===== config.mk =====
export PLATFORM = sky130hd
export DESIGN_NAME = step_controller
export DESIGN_NICKNAME = d
export VERILOG_FILES = /design/src/rtl/step_ctrl_pkg.sv /design/src/rtl/debouncer.sv /design/src/rtl/step_controller.sv
export SDC_FILE = /design/constraint.sdc
export NUM_CORES = 1
export LEC_CHECK = 0
export CORE_AREA = 5 5 101 150
export CTS_CLUSTER_DIAMETER = 40
export DETAILED_ROUTE_END_ITERATION = 7
export DIE_AREA = 0 0 106 155
export PLACE_DENSITY = 0.7
export SLEW_MARGIN = 20
export SYNTH_ARGS = -nofsm -noshare
export SYNTH_HDL_FRONTEND = slang
export SYNTH_SLANG_ARGS = --single-unit

===== constraint.sdc =====
create_clock -name clk -period 5.6 [get_ports clk]
set_input_delay 0.56 -clock clk [delete_from_list [all_inputs] [get_ports clk]]
set_output_delay 0.56 -clock clk [all_outputs]
set_load 0.1 [all_outputs]

===== src/rtl/step_ctrl_pkg.sv =====
// Shared types and defaults for the single-cycle core step controller.
package step_ctrl_pkg;

    typedef enum logic [1:0] {
        IDLE  = 2'd0,
        STEP  = 2'd1,
        RUN   = 2'd2,
        BREAK = 2'd3
    } state_t;

    localparam int DEF_DEBOUNCE_CYCLES = 500000;
    localparam int DEF_RUN_DIV         = 5000000;

    // Bits needed to count 0..value-1, never less than one.
    function automatic int clog2(input int value);
        int result;
        result = 1;
        for (int i = 1; i < 31; i++) begin
            if ((32'd1 << i) < value) begin
                result = i + 1;
            end
        end
        return result;
    endfunction

endpackage


===== src/rtl/debouncer.sv =====
// Two-flop synchronizer followed by a hold-time debouncer; rise pulses for
// one cycle alongside the debounced 0->1 transition.
module debouncer
    import step_ctrl_pkg::*;
#(
    parameter int DEBOUNCE_CYCLES = DEF_DEBOUNCE_CYCLES
) (
    input  logic clk,
    input  logic rst_n,
    input  logic din,
    output logic dout,
    output logic rise
);

    localparam int CW = clog2(DEBOUNCE_CYCLES);
    localparam logic [CW-1:0] CNT_LAST = CW'(DEBOUNCE_CYCLES - 1);

    logic          sync1;
    logic          sync2;
    logic [CW-1:0] cnt;

    always_ff @(posedge clk or negedge rst_n) begin
        if (!rst_n) begin
            sync1 <= 1'b0;
            sync2 <= 1'b0;
            dout  <= 1'b0;
            rise  <= 1'b0;
            cnt   <= '0;
        end else begin
            sync1 <= din;
            sync2 <= sync1;
            rise  <= 1'b0;
            // Any sample agreeing with the current level restarts the hold count.
            if (sync2 != dout) begin
                if (cnt == CNT_LAST) begin
                    dout <= sync2;
                    rise <= sync2;
                    cnt  <= '0;
                end else begin
                    cnt <= cnt + CW'(1);
                end
            end else begin
                cnt <= '0;
            end
        end
    end

endmodule


===== src/rtl/step_controller.sv =====
// Generates cpu_tick for the single-cycle core from a step button and run switch.
// Breakpoint halting is built only when STEP_CTRL_BREAKPOINT_EN is defined.
//
//   state | meaning
//   IDLE  | waiting for a step press or the run switch
//   STEP  | issue exactly one tick, then back to IDLE
//   RUN   | free-run, one tick every RUN_DIV cycles
//   BREAK | halted at the breakpoint PC until step or run off
module step_controller
    import step_ctrl_pkg::*;
#(
    parameter int DEBOUNCE_CYCLES = DEF_DEBOUNCE_CYCLES,
    parameter int RUN_DIV         = DEF_RUN_DIV,
    parameter int CNT_W           = 32
) (
    input  logic             clk,
    input  logic             rst_n,
    input  logic             btn_step,
    input  logic             sw_run,
    input  logic [31:0]      pc,
    input  logic [31:0]      bp_addr,
    input  logic             bp_valid,
    output logic             cpu_tick,
    output logic             running,
    output logic             halted,
    output logic [CNT_W-1:0] cycle_count
);

    localparam int PW = clog2(RUN_DIV);
    localparam logic [PW-1:0] PRESC_LAST = PW'(RUN_DIV - 1);

    state_t        state;
    state_t        state_next;
    logic [PW-1:0] presc;
    logic [PW-1:0] presc_next;
    logic          step_req;
    logic          run_lvl;
    logic          bp_hit;
    logic          terminal;
    logic          tick_next;
    logic          running_next;
    logic          unused_step_lvl;
    logic          unused_run_rise;

    debouncer #(.DEBOUNCE_CYCLES(DEBOUNCE_CYCLES)) u_db_step (
        .clk   (clk),
        .rst_n (rst_n),
        .din   (btn_step),
        .dout  (unused_step_lvl),
        .rise  (step_req)
    );

    debouncer #(.DEBOUNCE_CYCLES(DEBOUNCE_CYCLES)) u_db_run (
        .clk   (clk),
        .rst_n (rst_n),
        .din   (sw_run),
        .dout  (run_lvl),
        .rise  (unused_run_rise)
    );

`ifdef STEP_CTRL_BREAKPOINT_EN
    assign bp_hit = bp_valid && (pc == bp_addr);
`else
    logic unused_bp;
    assign unused_bp = ^{pc, bp_addr, bp_valid};
    assign bp_hit    = 1'b0;
`endif

    assign terminal = (presc == PRESC_LAST);

    always_ff @(posedge clk or negedge rst_n) begin
        if (!rst_n) begin
            state <= IDLE;
            presc <= '0;
        end else begin
            state <= state_next;
            presc <= presc_next;
        end
    end

    // Prescaler only advances while staying in RUN; every other path clears it.
    always_comb begin
        state_next = state;
        presc_next = '0;
        case (state)
            IDLE: begin
                if (run_lvl) begin
                    state_next = RUN;
                end else if (step_req) begin
                    state_next = STEP;
                end
            end
            STEP: state_next = IDLE;
            RUN: begin
                if (!run_lvl) begin
                    state_next = IDLE;
                end else if (terminal) begin
                    if (bp_hit) begin
                        state_next = BREAK;
                    end
                end else begin
                    presc_next = presc + PW'(1);
                end
            end
            BREAK: begin
                if (step_req) begin
                    state_next = STEP;
                end else if (!run_lvl) begin
                    state_next = IDLE;
                end
            end
            default: state_next = IDLE;
        endcase
    end

    always_comb begin
        tick_next    = (state == STEP) ||
                       ((state == RUN) && run_lvl && terminal && !bp_hit);
        running_next = (state_next == RUN);
    end

    always_ff @(posedge clk or negedge rst_n) begin
        if (!rst_n) begin
            cpu_tick    <= 1'b0;
            running     <= 1'b0;
            cycle_count <= '0;
        end else begin
            cpu_tick <= tick_next;
            running  <= running_next;
            if (tick_next && (cycle_count != {CNT_W{1'b1}})) begin
                cycle_count <= cycle_count + CNT_W'(1);
            end
        end
    end

`ifdef STEP_CTRL_BREAKPOINT_EN
    always_ff @(posedge clk or negedge rst_n) begin
        if (!rst_n) begin
            halted <= 1'b0;
        end else begin
            halted <= (state_next == BREAK);
        end
    end
`else
    assign halted = 1'b0;
`endif

endmodule


==> results of run 1 <==
==> stage by stage <==
stage          total power [mW]  hold WS (ps)  cell area (um^2)  cells
2_1_floorplan             0.787           264              5170    484
3_3_place_gp              0.806           339              5650    675
3_5_place_dp              0.808           338              5650    675
4_1_cts                    1.41           112              5940    691
5_1_grt                    1.44           137              5940    691
6_report                   1.40           114              5940    691
==> logic make-up (layout without fill, tap and decap cells) <==
| family | count (synthesis) | in the layout | share of synthesized area (%) |
|---|---|---|---|
| xor gates and xnor gates | 88 | 88 | 14.9 |
| and+or+nand+nor | 253 | 253 | 28.9 |
| DFF | 104 | 104 | 50.3 |
| buffers and inverters | 26 | 68 | 2.98 |
| muxes | 3 | 3 | 0.726 |
| AOI/OAI and AO/OA | 5 | 5 | 1.14 |
| adders and majority gates | 4 | 4 | 0.968 |
| other | 1 | 1 | 0.0725 |
==> registers in the layout (all words and copies together), names as in the netlist <==
name / cells
cycle_count: 32
running: 1
u_db_run.sync2: 1
u_db_step.cnt: 19
u_db_step.sync1: 1
state: 2
u_db_step.rise: 1
u_db_run.cnt: 19
cpu_tick: 1
presc: 23
u_db_run.sync1: 1
u_db_step.dout: 1
u_db_step.sync2: 1
u_db_run.dout: 1
==> how the worst max path moves through the flow <==
stage	startpoint	to	slack, ps	depth (start not counted)
6_report	cycle_count[19]	cycle_count[19]	2750	5
2_1_floorplan	cycle_count[0]	cycle_count[16]	2830	6
4_1_cts	cycle_count[19]	cycle_count[19]	2730	5
5_1_grt	cycle_count[19]	cycle_count[19]	2550	5
3_3_place_gp	cycle_count[19]	cycle_count[19]	2790	5
3_5_place_dp	cycle_count[19]	cycle_count[19]	2740	5
==> worst reg2reg max path, delay by kind of cell (launching register included) <==
family	cells	cell delay, ps
simple gates	4	2160
xor+xnor	1	140
flops	1	440
==> layout make-up <==
| class | count | area, um^2 | area share (%) |
|---|---|---|---|
| Clock buffer | 14 | 274 | 4.61 |
| Clock inverter | 2 | 12.5 | 0.211 |
| Inverter | 14 | 52.6 | 0.884 |
| Multi-Input combinational cell | 354 | 2420 | 40.7 |
| Sequential cell | 104 | 2600 | 43.8 |
| Tap cell | 165 | 206 | 3.47 |
| Timing Repair Buffer | 38 | 379 | 6.38 |
==> cells in the mapped netlist (3+ instances only) <==
library cell	count
inv_1	14
dfrtp_1	104
nor3_1	14
nand2_1	29
nand4_1	14
nor2_1	76
clkbuf_1	6
xor2_1	29
xnor2_1	59
and4_1	5
nor4_1	9
nand3_1	31
ha_1	4
and4bb_1	7
and2_1	4
buf_12	3
nand3_2	14
and3_1	18
nor4_4	3
nand4_2	4
==> power groups by stage <==
stage               logic [mW]  registers [mW]  clock network, mW
detailed placement      0.0330           0.775                  0
CTS                     0.0330           0.760              0.619
floorplan               0.0139           0.774                  0
global placement        0.0317           0.774                  0
finish                  0.0316           0.760              0.604
global route            0.0376           0.760              0.647
==> metal layers <==
metal | vias to the layer above | share of wire, %
met3 | 12 | 3.0
met2 | 44 | 52
met1 | 1870 | 43
li1 | 1721 | -
met4 | 0 | 1.6
met5 | - | 0
==> flow_metrics.env, run 1 <==
export IMPL_status="completed"
export IMPL_netlist_top_cells_area="dfrtp_1 50%, xnor2_1 10%, nor2_1 5.5%, xor2_1 4.9%, nand3_1 3.0%"
export IMPL_cts_hold_fix_buffers=0
export IMPL_diodes=0
export IMPL_number_of_antenna_violations_at_the_first_check_in_global_routing=0
export IMPL_fin_crit_ps=2850
export IMPL_number_of_synthesized_flops_with_an_enable_pin=0
export IMPL_clock_sinks=104
export IMPL_floorplan_die_height_um=155
export IMPL_worst_slack_ps=2750
export IMPL_cpLargestDelayFamily="simple AND/OR/NAND/NOR gates"
export IMPL_syn_avg_cell_area_um2=10.7
export IMPL_power_frac_seq_pct=54.5
export IMPL_worst_endpoint_arrival_ps=3080
export IMPL_floorplan_core_area_mm2=0.0138
export IMPL_first_global_vias=3781
export IMPL_die_width_um=106
export IMPL_vias_per_cell=5.28
export IMPL_power_density_mw_per_mm2=235
export IMPL_crit_reg2reg_launch="cycle_count[19]"
export IMPL_routabilityCongestion=0.806
export IMPL_grt_use_total_pct=13.1
export IMPL_period_share_pct=51.0
export IMPL_die_area_mm2=0.0164
export IMPL_initial_core_util_pct=37.5
export IMPL_worst_setup_path_end_kind="flip-flop"
export IMPL_h_tree_depth=3
export IMPL_post_cts_resized=0
export IMPL_cts_max_path_buffers=2
export IMPL_cts_buffers_inserted=9
export IMPL_drt_pass1_iterations=4
export IMPL_setup_tns_final_ps=0
export IMPL_postLayoutCoreUtil_pct=43.1
export IMPL_final_max_slew_viol_count=0
export IMPL_final_common_cell="dfrtp_1"
export IMPL_timing_hold_worst_class="in -> async"
export IMPL_critPathMaxStageDelay_ps=880
export IMPL_area_delta_synth_final_pct=14.9
export IMPL_grtUsageMet1_pct=15.5
export IMPL_layout_drive_gt1_share_pct=10.1
export IMPL_fmax_ghz=0.350
export IMPL_clk_insertion_delay_late_ps=340
export IMPL_io_buffers=37
export IMPL_synth_nets=557
export IMPL_rows=53
export IMPL_syn_area_mm2=0.00517
export IMPL_drt_wirelength_per_cell_um=14.9
export IMPL_grt_use_met2_pct=23.0
export IMPL_synth_cells=484
export IMPL_fillerInstances=1302
export IMPL_comb_power_share_pct=2.3
export IMPL_distinct_cell_type_count_after_synthesis=48
export IMPL_layout_common_cells="104 x dfrtp_1, 76 x nor2_1, 59 x xnor2_1"
export IMPL_worst_setup_hold_path_clk_slew_ps=70
export IMPL_critical_path_buf_inv_count=0
export IMPL_yosys_most_used_dff="dfrtp_1"
export IMPL_globalRouteOverflowTotal=0
export IMPL_detailroute_via_count=3647
export IMPL_cp_required_ps=5830
export IMPL_detail_route_iter0_violations=166
export IMPL_hold_violations=0
export IMPL_worstPathMaxFanout=19
export IMPL_static_leakage_nw=2.44
export IMPL_postSynth_asyncResetShare_pct=100
export IMPL_synth_ff_latch_count=104
export IMPL_ir_worst_vdd_v=0.000145
export IMPL_routed_wire_length_mm=10.3
export IMPL_setup_worst_path_class="reg -> reg"
export IMPL_num_nets_final=594
export IMPL_antenna_violating_nets_post_route=0
export IMPL_grt_max_degree=80
export IMPL_sw_frac_of_total_pct=21.2
export IMPL_reg2reg_depth=5
export IMPL_cts_tree="built"
export IMPL_critical_path_cell_chain="nand2_1 -> nor4_4 -> nand4_1 -> and4bb_1 -> xor2_1"
export IMPL_synth_seq_area_share_pct=50.3
export IMPL_io_pin_count=104
export IMPL_grt_busiest_layer="met2"
export IMPL_setup_viol=0
export IMPL_warning_count_from_the_yosys_run=0
export IMPL_drv_cap=0
export IMPL_r2r_end="cycle_count[19]"
export IMPL_gr_usage_met3_pct=3.07
export IMPL_clock_tree_root_cell="clkbuf_16"
export IMPL_worst_slew_pin_transition_ps=1030
export IMPL_synth_largest_area_cell="dfrtp_1"
export IMPL_netSwitchingPower_mw=0.296
export IMPL_internal_power_mw=1.10
export IMPL_synth_top_area_share_pct=50.3
export IMPL_route_detailed_drc=0
export IMPL_pwr_share_clk_pct=43.3
export IMPL_hpwl_mm=7.17
export IMPL_grt_pass1_wl_mm=17.8
export IMPL_finalClockSkew_ps=4.81
export IMPL_cp_start_kind="flip-flop"
export IMPL_critPathSlowestCell="nand4_1"
export IMPL_maxSlewHeadroom_pct=30.9
export IMPL_timing_reg2reg_setup_slack_ps=2750
export IMPL_cts_setup_buffers=0
export IMPL_rsz_0062_raised_after_global_routing="no"
export IMPL_pre_cts_ws_ps=2740
Power figures use the tool's default switching activity.
==> run 2: changes to the inputs <==
clock period = 2.9 ns   (was 5.6 ns; I/O delays follow)
==> run 2 against run 1 <==
  * Maximum frequency increased by 17%
  * Via count decreased by 1.1%
  * Clock power increased by 100%
  * Non-clock buffer count increased by 7
  * Register-to-register slack got worse by 2300 ps
  * Utilization decreased by 0.063 points
  * Die area unchanged
  * Sequential share of layout area increased by 0.065 points
  * Sequential power increased by 93%
  * Critical endpoint is now cycle_count[29]
  * Largest cell class unchanged
  * Largest power group unchanged
  * Highest routed layer unchanged
==> flow_metrics.env, run 2 (synthesized netlist as in run 1, its figures left out) <==
export IMPL_finish_instance_area_mm2=0.00593
export IMPL_final_max_slew_viol_count=0
export IMPL_worst_slew_pin_transition_ps=701
export IMPL_cp_start_kind="flip-flop"
export IMPL_cts_buffers_inserted=9
export IMPL_r2r_end="cycle_count[29]"
export IMPL_max_flop_register="cycle_count"
export IMPL_ir_worst_vdd_v=0.000257
export IMPL_globalRouteOverflowTotal=0
export IMPL_grt_pass1_wl_mm=17.9
export IMPL_die_area_mm2=0.0164
export IMPL_cts_tree="built"
export IMPL_worst_setup_hold_path_clk_slew_ps=70
export IMPL_clk_insertion_delay_late_ps=340
export IMPL_rsz_0062_raised_after_global_routing="no"
export IMPL_route_detailed_drc=0
export IMPL_power_density_mw_per_mm2=464
export IMPL_setup_worst_path_class="reg -> reg"
export IMPL_fin_total_pwr_mw=2.75
export IMPL_placement_cell_area_mm2=0.00563
export IMPL_finalHoldWorstSlack_ps=352
export IMPL_drt_pass1_iterations=4
export IMPL_floorplan_core_area_mm2=0.0138
export IMPL_worstPathMaxFanout=22
export IMPL_h_tree_depth=3
export IMPL_floorplan_die_height_um=155
export IMPL_clock_sinks=104
export IMPL_ff_latch_area_mm2=0.00260
export IMPL_period_share_pct=84.2
export IMPL_status="completed"
export IMPL_setup_tns_final_ps=0
export IMPL_pre_cts_ws_ps=479
export IMPL_hold_path_depth=0
export IMPL_multi_input_area_mm2=0.00242
export IMPL_layout_drive_gt1_share_pct=17.6
export IMPL_fmax_ghz=0.410
export IMPL_antenna_violating_nets_post_route=0
export IMPL_crit_reg2reg_launch="presc[7]"
export IMPL_worst_setup_path_end_kind="flip-flop"
export IMPL_drv_cap=0
export IMPL_number_of_antenna_violations_at_the_first_check_in_global_routing=0
export IMPL_routabilityCongestion=0.781
export IMPL_grt_use_total_pct=13.3
export IMPL_diodes=0
export IMPL_vias_per_cell=5.17
export IMPL_io_pin_count=104
export IMPL_routed_wire_length_mm=10.2
export IMPL_hold_violations=0
export IMPL_placed_insts=681
export IMPL_detail_route_iter0_violations=180
export IMPL_initial_core_util_pct=37.5
export IMPL_layout_common_cells="104 x dfrtp_1, 76 x nor2_1, 59 x xnor2_1"
export IMPL_die_width_um=106
export IMPL_area_delta_synth_final_pct=14.7
export IMPL_hold_start="u_db_run.sync1"
export IMPL_worst_endpoint_arrival_ps=2710
export IMPL_hpwl_mm=7.24
export IMPL_cts_max_path_buffers=2
export IMPL_num_nets_final=601
export IMPL_timing_reg2reg_setup_slack_ps=460
export IMPL_static_leakage_nw=2.55
export IMPL_setup_viol=0
export IMPL_fillerInstances=1315
export IMPL_first_global_vias=3841
export IMPL_finalClockSkew_ps=7.11
export IMPL_timing_hold_worst_class="reg -> reg"
export IMPL_final_instance_count_excl_fill=698
export IMPL_grt_max_degree=52
export IMPL_worst_slack_ps=460
export IMPL_rows=53
export IMPL_reg_largest_list="cycle_count (32), presc (23)"
export IMPL_final_common_cell="dfrtp_1"
export IMPL_io_buffers=37
export IMPL_postLayoutCoreUtil_pct=43.0
export IMPL_largest_register_ff_count=32
export IMPL_hold_path_end="u_db_run.sync2"
export IMPL_detailroute_via_count=3607
export IMPL_drt_wirelength_per_cell_um=14.7
export IMPL_fin_crit_ps=2440
export IMPL_maxSlewHeadroom_pct=52.9
export IMPL_post_cts_resized=0
export IMPL_reg2reg_depth=6
export IMPL_cp_required_ps=3170
export IMPL_clock_tree_root_cell="clkbuf_16"
-- run 2: worst max-delay path by stage --
stage	depth (start not counted)	end	slack, ps	start
after floorplan	6	cycle_count[16]	130	cycle_count[0]
after global placement	6	cycle_count[19]	520	presc[7]
after detailed placement	6	cycle_count[21]	480	presc[7]
after CTS	6	cycle_count[21]	450	presc[7]
after global routing	6	cycle_count[29]	300	presc[7]
final	6	cycle_count[29]	460	presc[7]
-- run 2: critical path: stages (launching register included) --
cell and delay [ps]:
dfrtp_1 420, or4b_1 580, nor4b_2 310, a41o_2 460
buf_12 220, and4bb_1 230, xor2_1 140
-- run 2: cell type report --
class	count	share of cell area, %
Clock buffer	11	4.09
Tap cell	165	3.48
Sequential cell	104	43.9
Inverter	14	0.886
Clock inverter	5	0.949
Multi-Input combinational cell	354	40.7
Timing Repair Buffer	45	6.03
-- run 2: what timing repair did --
item	4_1_cts	5_1_grt
setup buffers	0	0
hold endpoints to repair	6	0
hold buffers	1	0
-- run 2: routing by layer --
layer	share of wire [%]	vias up	track usage, %
met5	0	-	0
met4	1.4	0	3.77
met3	2.8	13	2.86
met2	52	44	24.0
met1	44	1814	15.8
li1	-	1736	-
-- run 2: report_power, final --
part / leakage, nW / internal [mW] / total (mW) / switching [mW]
clock: 0.145 / 0.692 / 1.22 / 0.527
combinational: 0.967 / 0.0160 / 0.0654 / 0.0493
sequential: 1.44 / 1.46 / 1.47 / 0.00816
==> run 3: changes to the inputs <==
clock period = 2.39 ns   (was 2.9 ns; I/O delays follow)
==> run 3 against run 2 <==
  * Utilization rose by 0.49 points
  * Setup slack got worse by 330 ps
  * Register-to-register slack got worse by 330 ps
  * Total power rose by 20%
  * Final cell count rose by 0.57%
  * Clock-buffer cell count fell by 2
  * Critical path type unchanged
  * Highest routed layer unchanged
==> flow_metrics.env, run 3 (synthesized netlist as in run 1, its figures left out) <==
export IMPL_cts_tree="built"
export IMPL_number_of_antenna_violations_at_the_first_check_in_global_routing=0
export IMPL_worst_slew_pin_transition_ps=754
export IMPL_drv_cap=0
export IMPL_detailroute_via_count=3621
export IMPL_final_common_cell="dfrtp_1"
export IMPL_fillerInstances=1296
export IMPL_initial_core_util_pct=37.5
export IMPL_io_buffers=37
export IMPL_pre_cts_ws_ps=127
export IMPL_num_nets_final=605
export IMPL_timing_hold_worst_class="in -> reg"
export IMPL_vias_per_cell=5.16
export IMPL_timing_reg2reg_setup_slack_ps=130
export IMPL_rows=53
export IMPL_hpwl_mm=7.21
export IMPL_first_global_vias=3736
export IMPL_clk_insertion_delay_late_ps=350
export IMPL_finalHoldWorstSlack_ps=322
export IMPL_post_cts_resized=0
export IMPL_max_flop_register="cycle_count"
export IMPL_drt_wirelength_per_cell_um=14.4
export IMPL_layout_common_cells="81 x dfrtp_1, 76 x nor2_1, 59 x xnor2_1"
export IMPL_detail_route_iter0_violations=104
export IMPL_cts_buffers_inserted=9
export IMPL_critPathMaxStageDelay_ps=550
export IMPL_fin_crit_ps=2260
export IMPL_routabilityCongestion=0.790
export IMPL_routed_wire_length_mm=10.1
export IMPL_netSwitchingPower_mw=0.774
export IMPL_sw_frac_of_total_pct=23.5
export IMPL_worstPathMaxFanout=32
export IMPL_ff_latch_area_mm2=0.00264
export IMPL_io_pin_count=104
export IMPL_cts_max_path_buffers=2
export IMPL_rsz_0062_raised_after_global_routing="no"
export IMPL_setup_tns_final_ps=0
export IMPL_antenna_violating_nets_post_route=0
export IMPL_floorplan_die_height_um=155
export IMPL_globalRouteOverflowTotal=0
export IMPL_critPathSlowestCell="or4b_1"
export IMPL_worst_setup_path_end_kind="flip-flop"
export IMPL_die_width_um=106
export IMPL_grt_max_degree=47
export IMPL_layout_drive_gt1_share_pct=22.7
export IMPL_period_share_pct=94.4
export IMPL_worst_endpoint_arrival_ps=2490
export IMPL_comb_power_share_pct=2.4
export IMPL_fmax_ghz=0.443
export IMPL_static_leakage_nw=2.53
export IMPL_largest_register_ff_count=32
export IMPL_internal_power_mw=2.52
export IMPL_finalClockSkew_ps=13.2
export IMPL_multi_input_area_mm2=0.00242
export IMPL_worst_setup_hold_path_clk_slew_ps=80
export IMPL_final_max_slew_viol_count=0
export IMPL_setup_viol=0
export IMPL_grt_use_total_pct=13.1
export IMPL_h_tree_depth=3
export IMPL_area_delta_synth_final_pct=16.0
export IMPL_status="completed"
export IMPL_hold_violations=0
export IMPL_ir_worst_vdd_v=0.000346
export IMPL_cp_required_ps=2620
export IMPL_reg_largest_list="cycle_count (32), presc (23)"
export IMPL_floorplan_core_area_mm2=0.0138
export IMPL_cp_start_kind="flip-flop"
export IMPL_grt_pass1_wl_mm=17.7
export IMPL_cts_setup_buffers=0
export IMPL_setup_worst_path_class="reg -> reg"
export IMPL_route_detailed_drc=0
export IMPL_diodes=0
export IMPL_die_area_mm2=0.0164
export IMPL_clock_tree_root_cell="clkbuf_16"
export IMPL_worst_slack_ps=134
export IMPL_power_density_mw_per_mm2=549
export IMPL_maxSlewHeadroom_pct=49.2
export IMPL_drt_pass1_iterations=4
export IMPL_power_frac_seq_pct=54.0
export IMPL_critical_path_cell_chain="or4b_1 -> nor4b_2 -> a41o_2 -> buf_12 -> nand2_2 -> mux2_4"
export IMPL_pwr_share_clk_pct=43.6
export IMPL_clock_sinks=104
run 3: area by class of cell:
type	count	area share [%]
clock buffers	9	3.75
clock inverters	7	1.08
inverters	14	0.876
multi-input cells	354	40.3
flip-flops and latches	104	43.9
well taps	165	3.44
repair buffers	49	6.67
run 3: path summary, 6_finish.rpt:
kind / start / endpoint / cells after the start
worst max-delay path: presc[7] / cycle_count[1] / 6
worst min-delay path: sw_run / u_db_run.sync1 / 1
worst max register to register: presc[7] / cycle_count[1] / 6
worst min register to register: u_db_step.sync1 / u_db_step.sync2 / 0
max in group asynchronous: rst_n / cycle_count[1] / 3
min in group asynchronous: rst_n / u_db_run.cnt[18] / 2
run 3: repair_timing:
item,in CTS,in global routing
endpoints found under the setup margin,0,0
endpoints found under the hold margin,31,0
hold buffers,1,0
run 3: power groups by stage:
stage               Combinational (mW)  Clock [mW]  Sequential, mW
floorplan                       0.0325           0            1.81
global placement                0.0783           0            1.81
detailed placement              0.0811           0            1.81
CTS                             0.0825        1.48            1.78
global route                    0.0919        1.56            1.78
finish                          0.0789        1.44            1.78
run 3: critical path, delay by kind of cell (launching register included):
| kind | cells | cell delay [ps] |
|---|---|---|
| and+or+nand+nor | 3 | 940 |
| DFF | 1 | 430 |
| muxes | 1 | 300 |
| AOI/OAI and AO/OA | 1 | 270 |
| buffers and inverters | 1 | 200 |
run 3: routing by layer:
metal / GRT usage, % / routed length, um / vias up
li1: - / - / 1746
met1: 16.0 / 4300 / 1818
met2: 22.7 / 5320 / 45
met3: 3.28 / 333 / 12
met4: 4.07 / 132 / 0
met5: 0 / 0 / -
run 3: per-stage QoR:
step / power [mW] / std cells / utilization [%] / area (um^2)
after floorplan: 1.85 / 484 / - / 5210
after global placement: 1.89 / 685 / 41.3 / 5700
after detailed placement: 1.90 / 685 / 41.3 / 5700
after CTS: 3.34 / 702 / 43.5 / 6000
after global routing: 3.43 / 702 / 43.5 / 6000
final: 3.29 / 702 / 43.5 / 6000
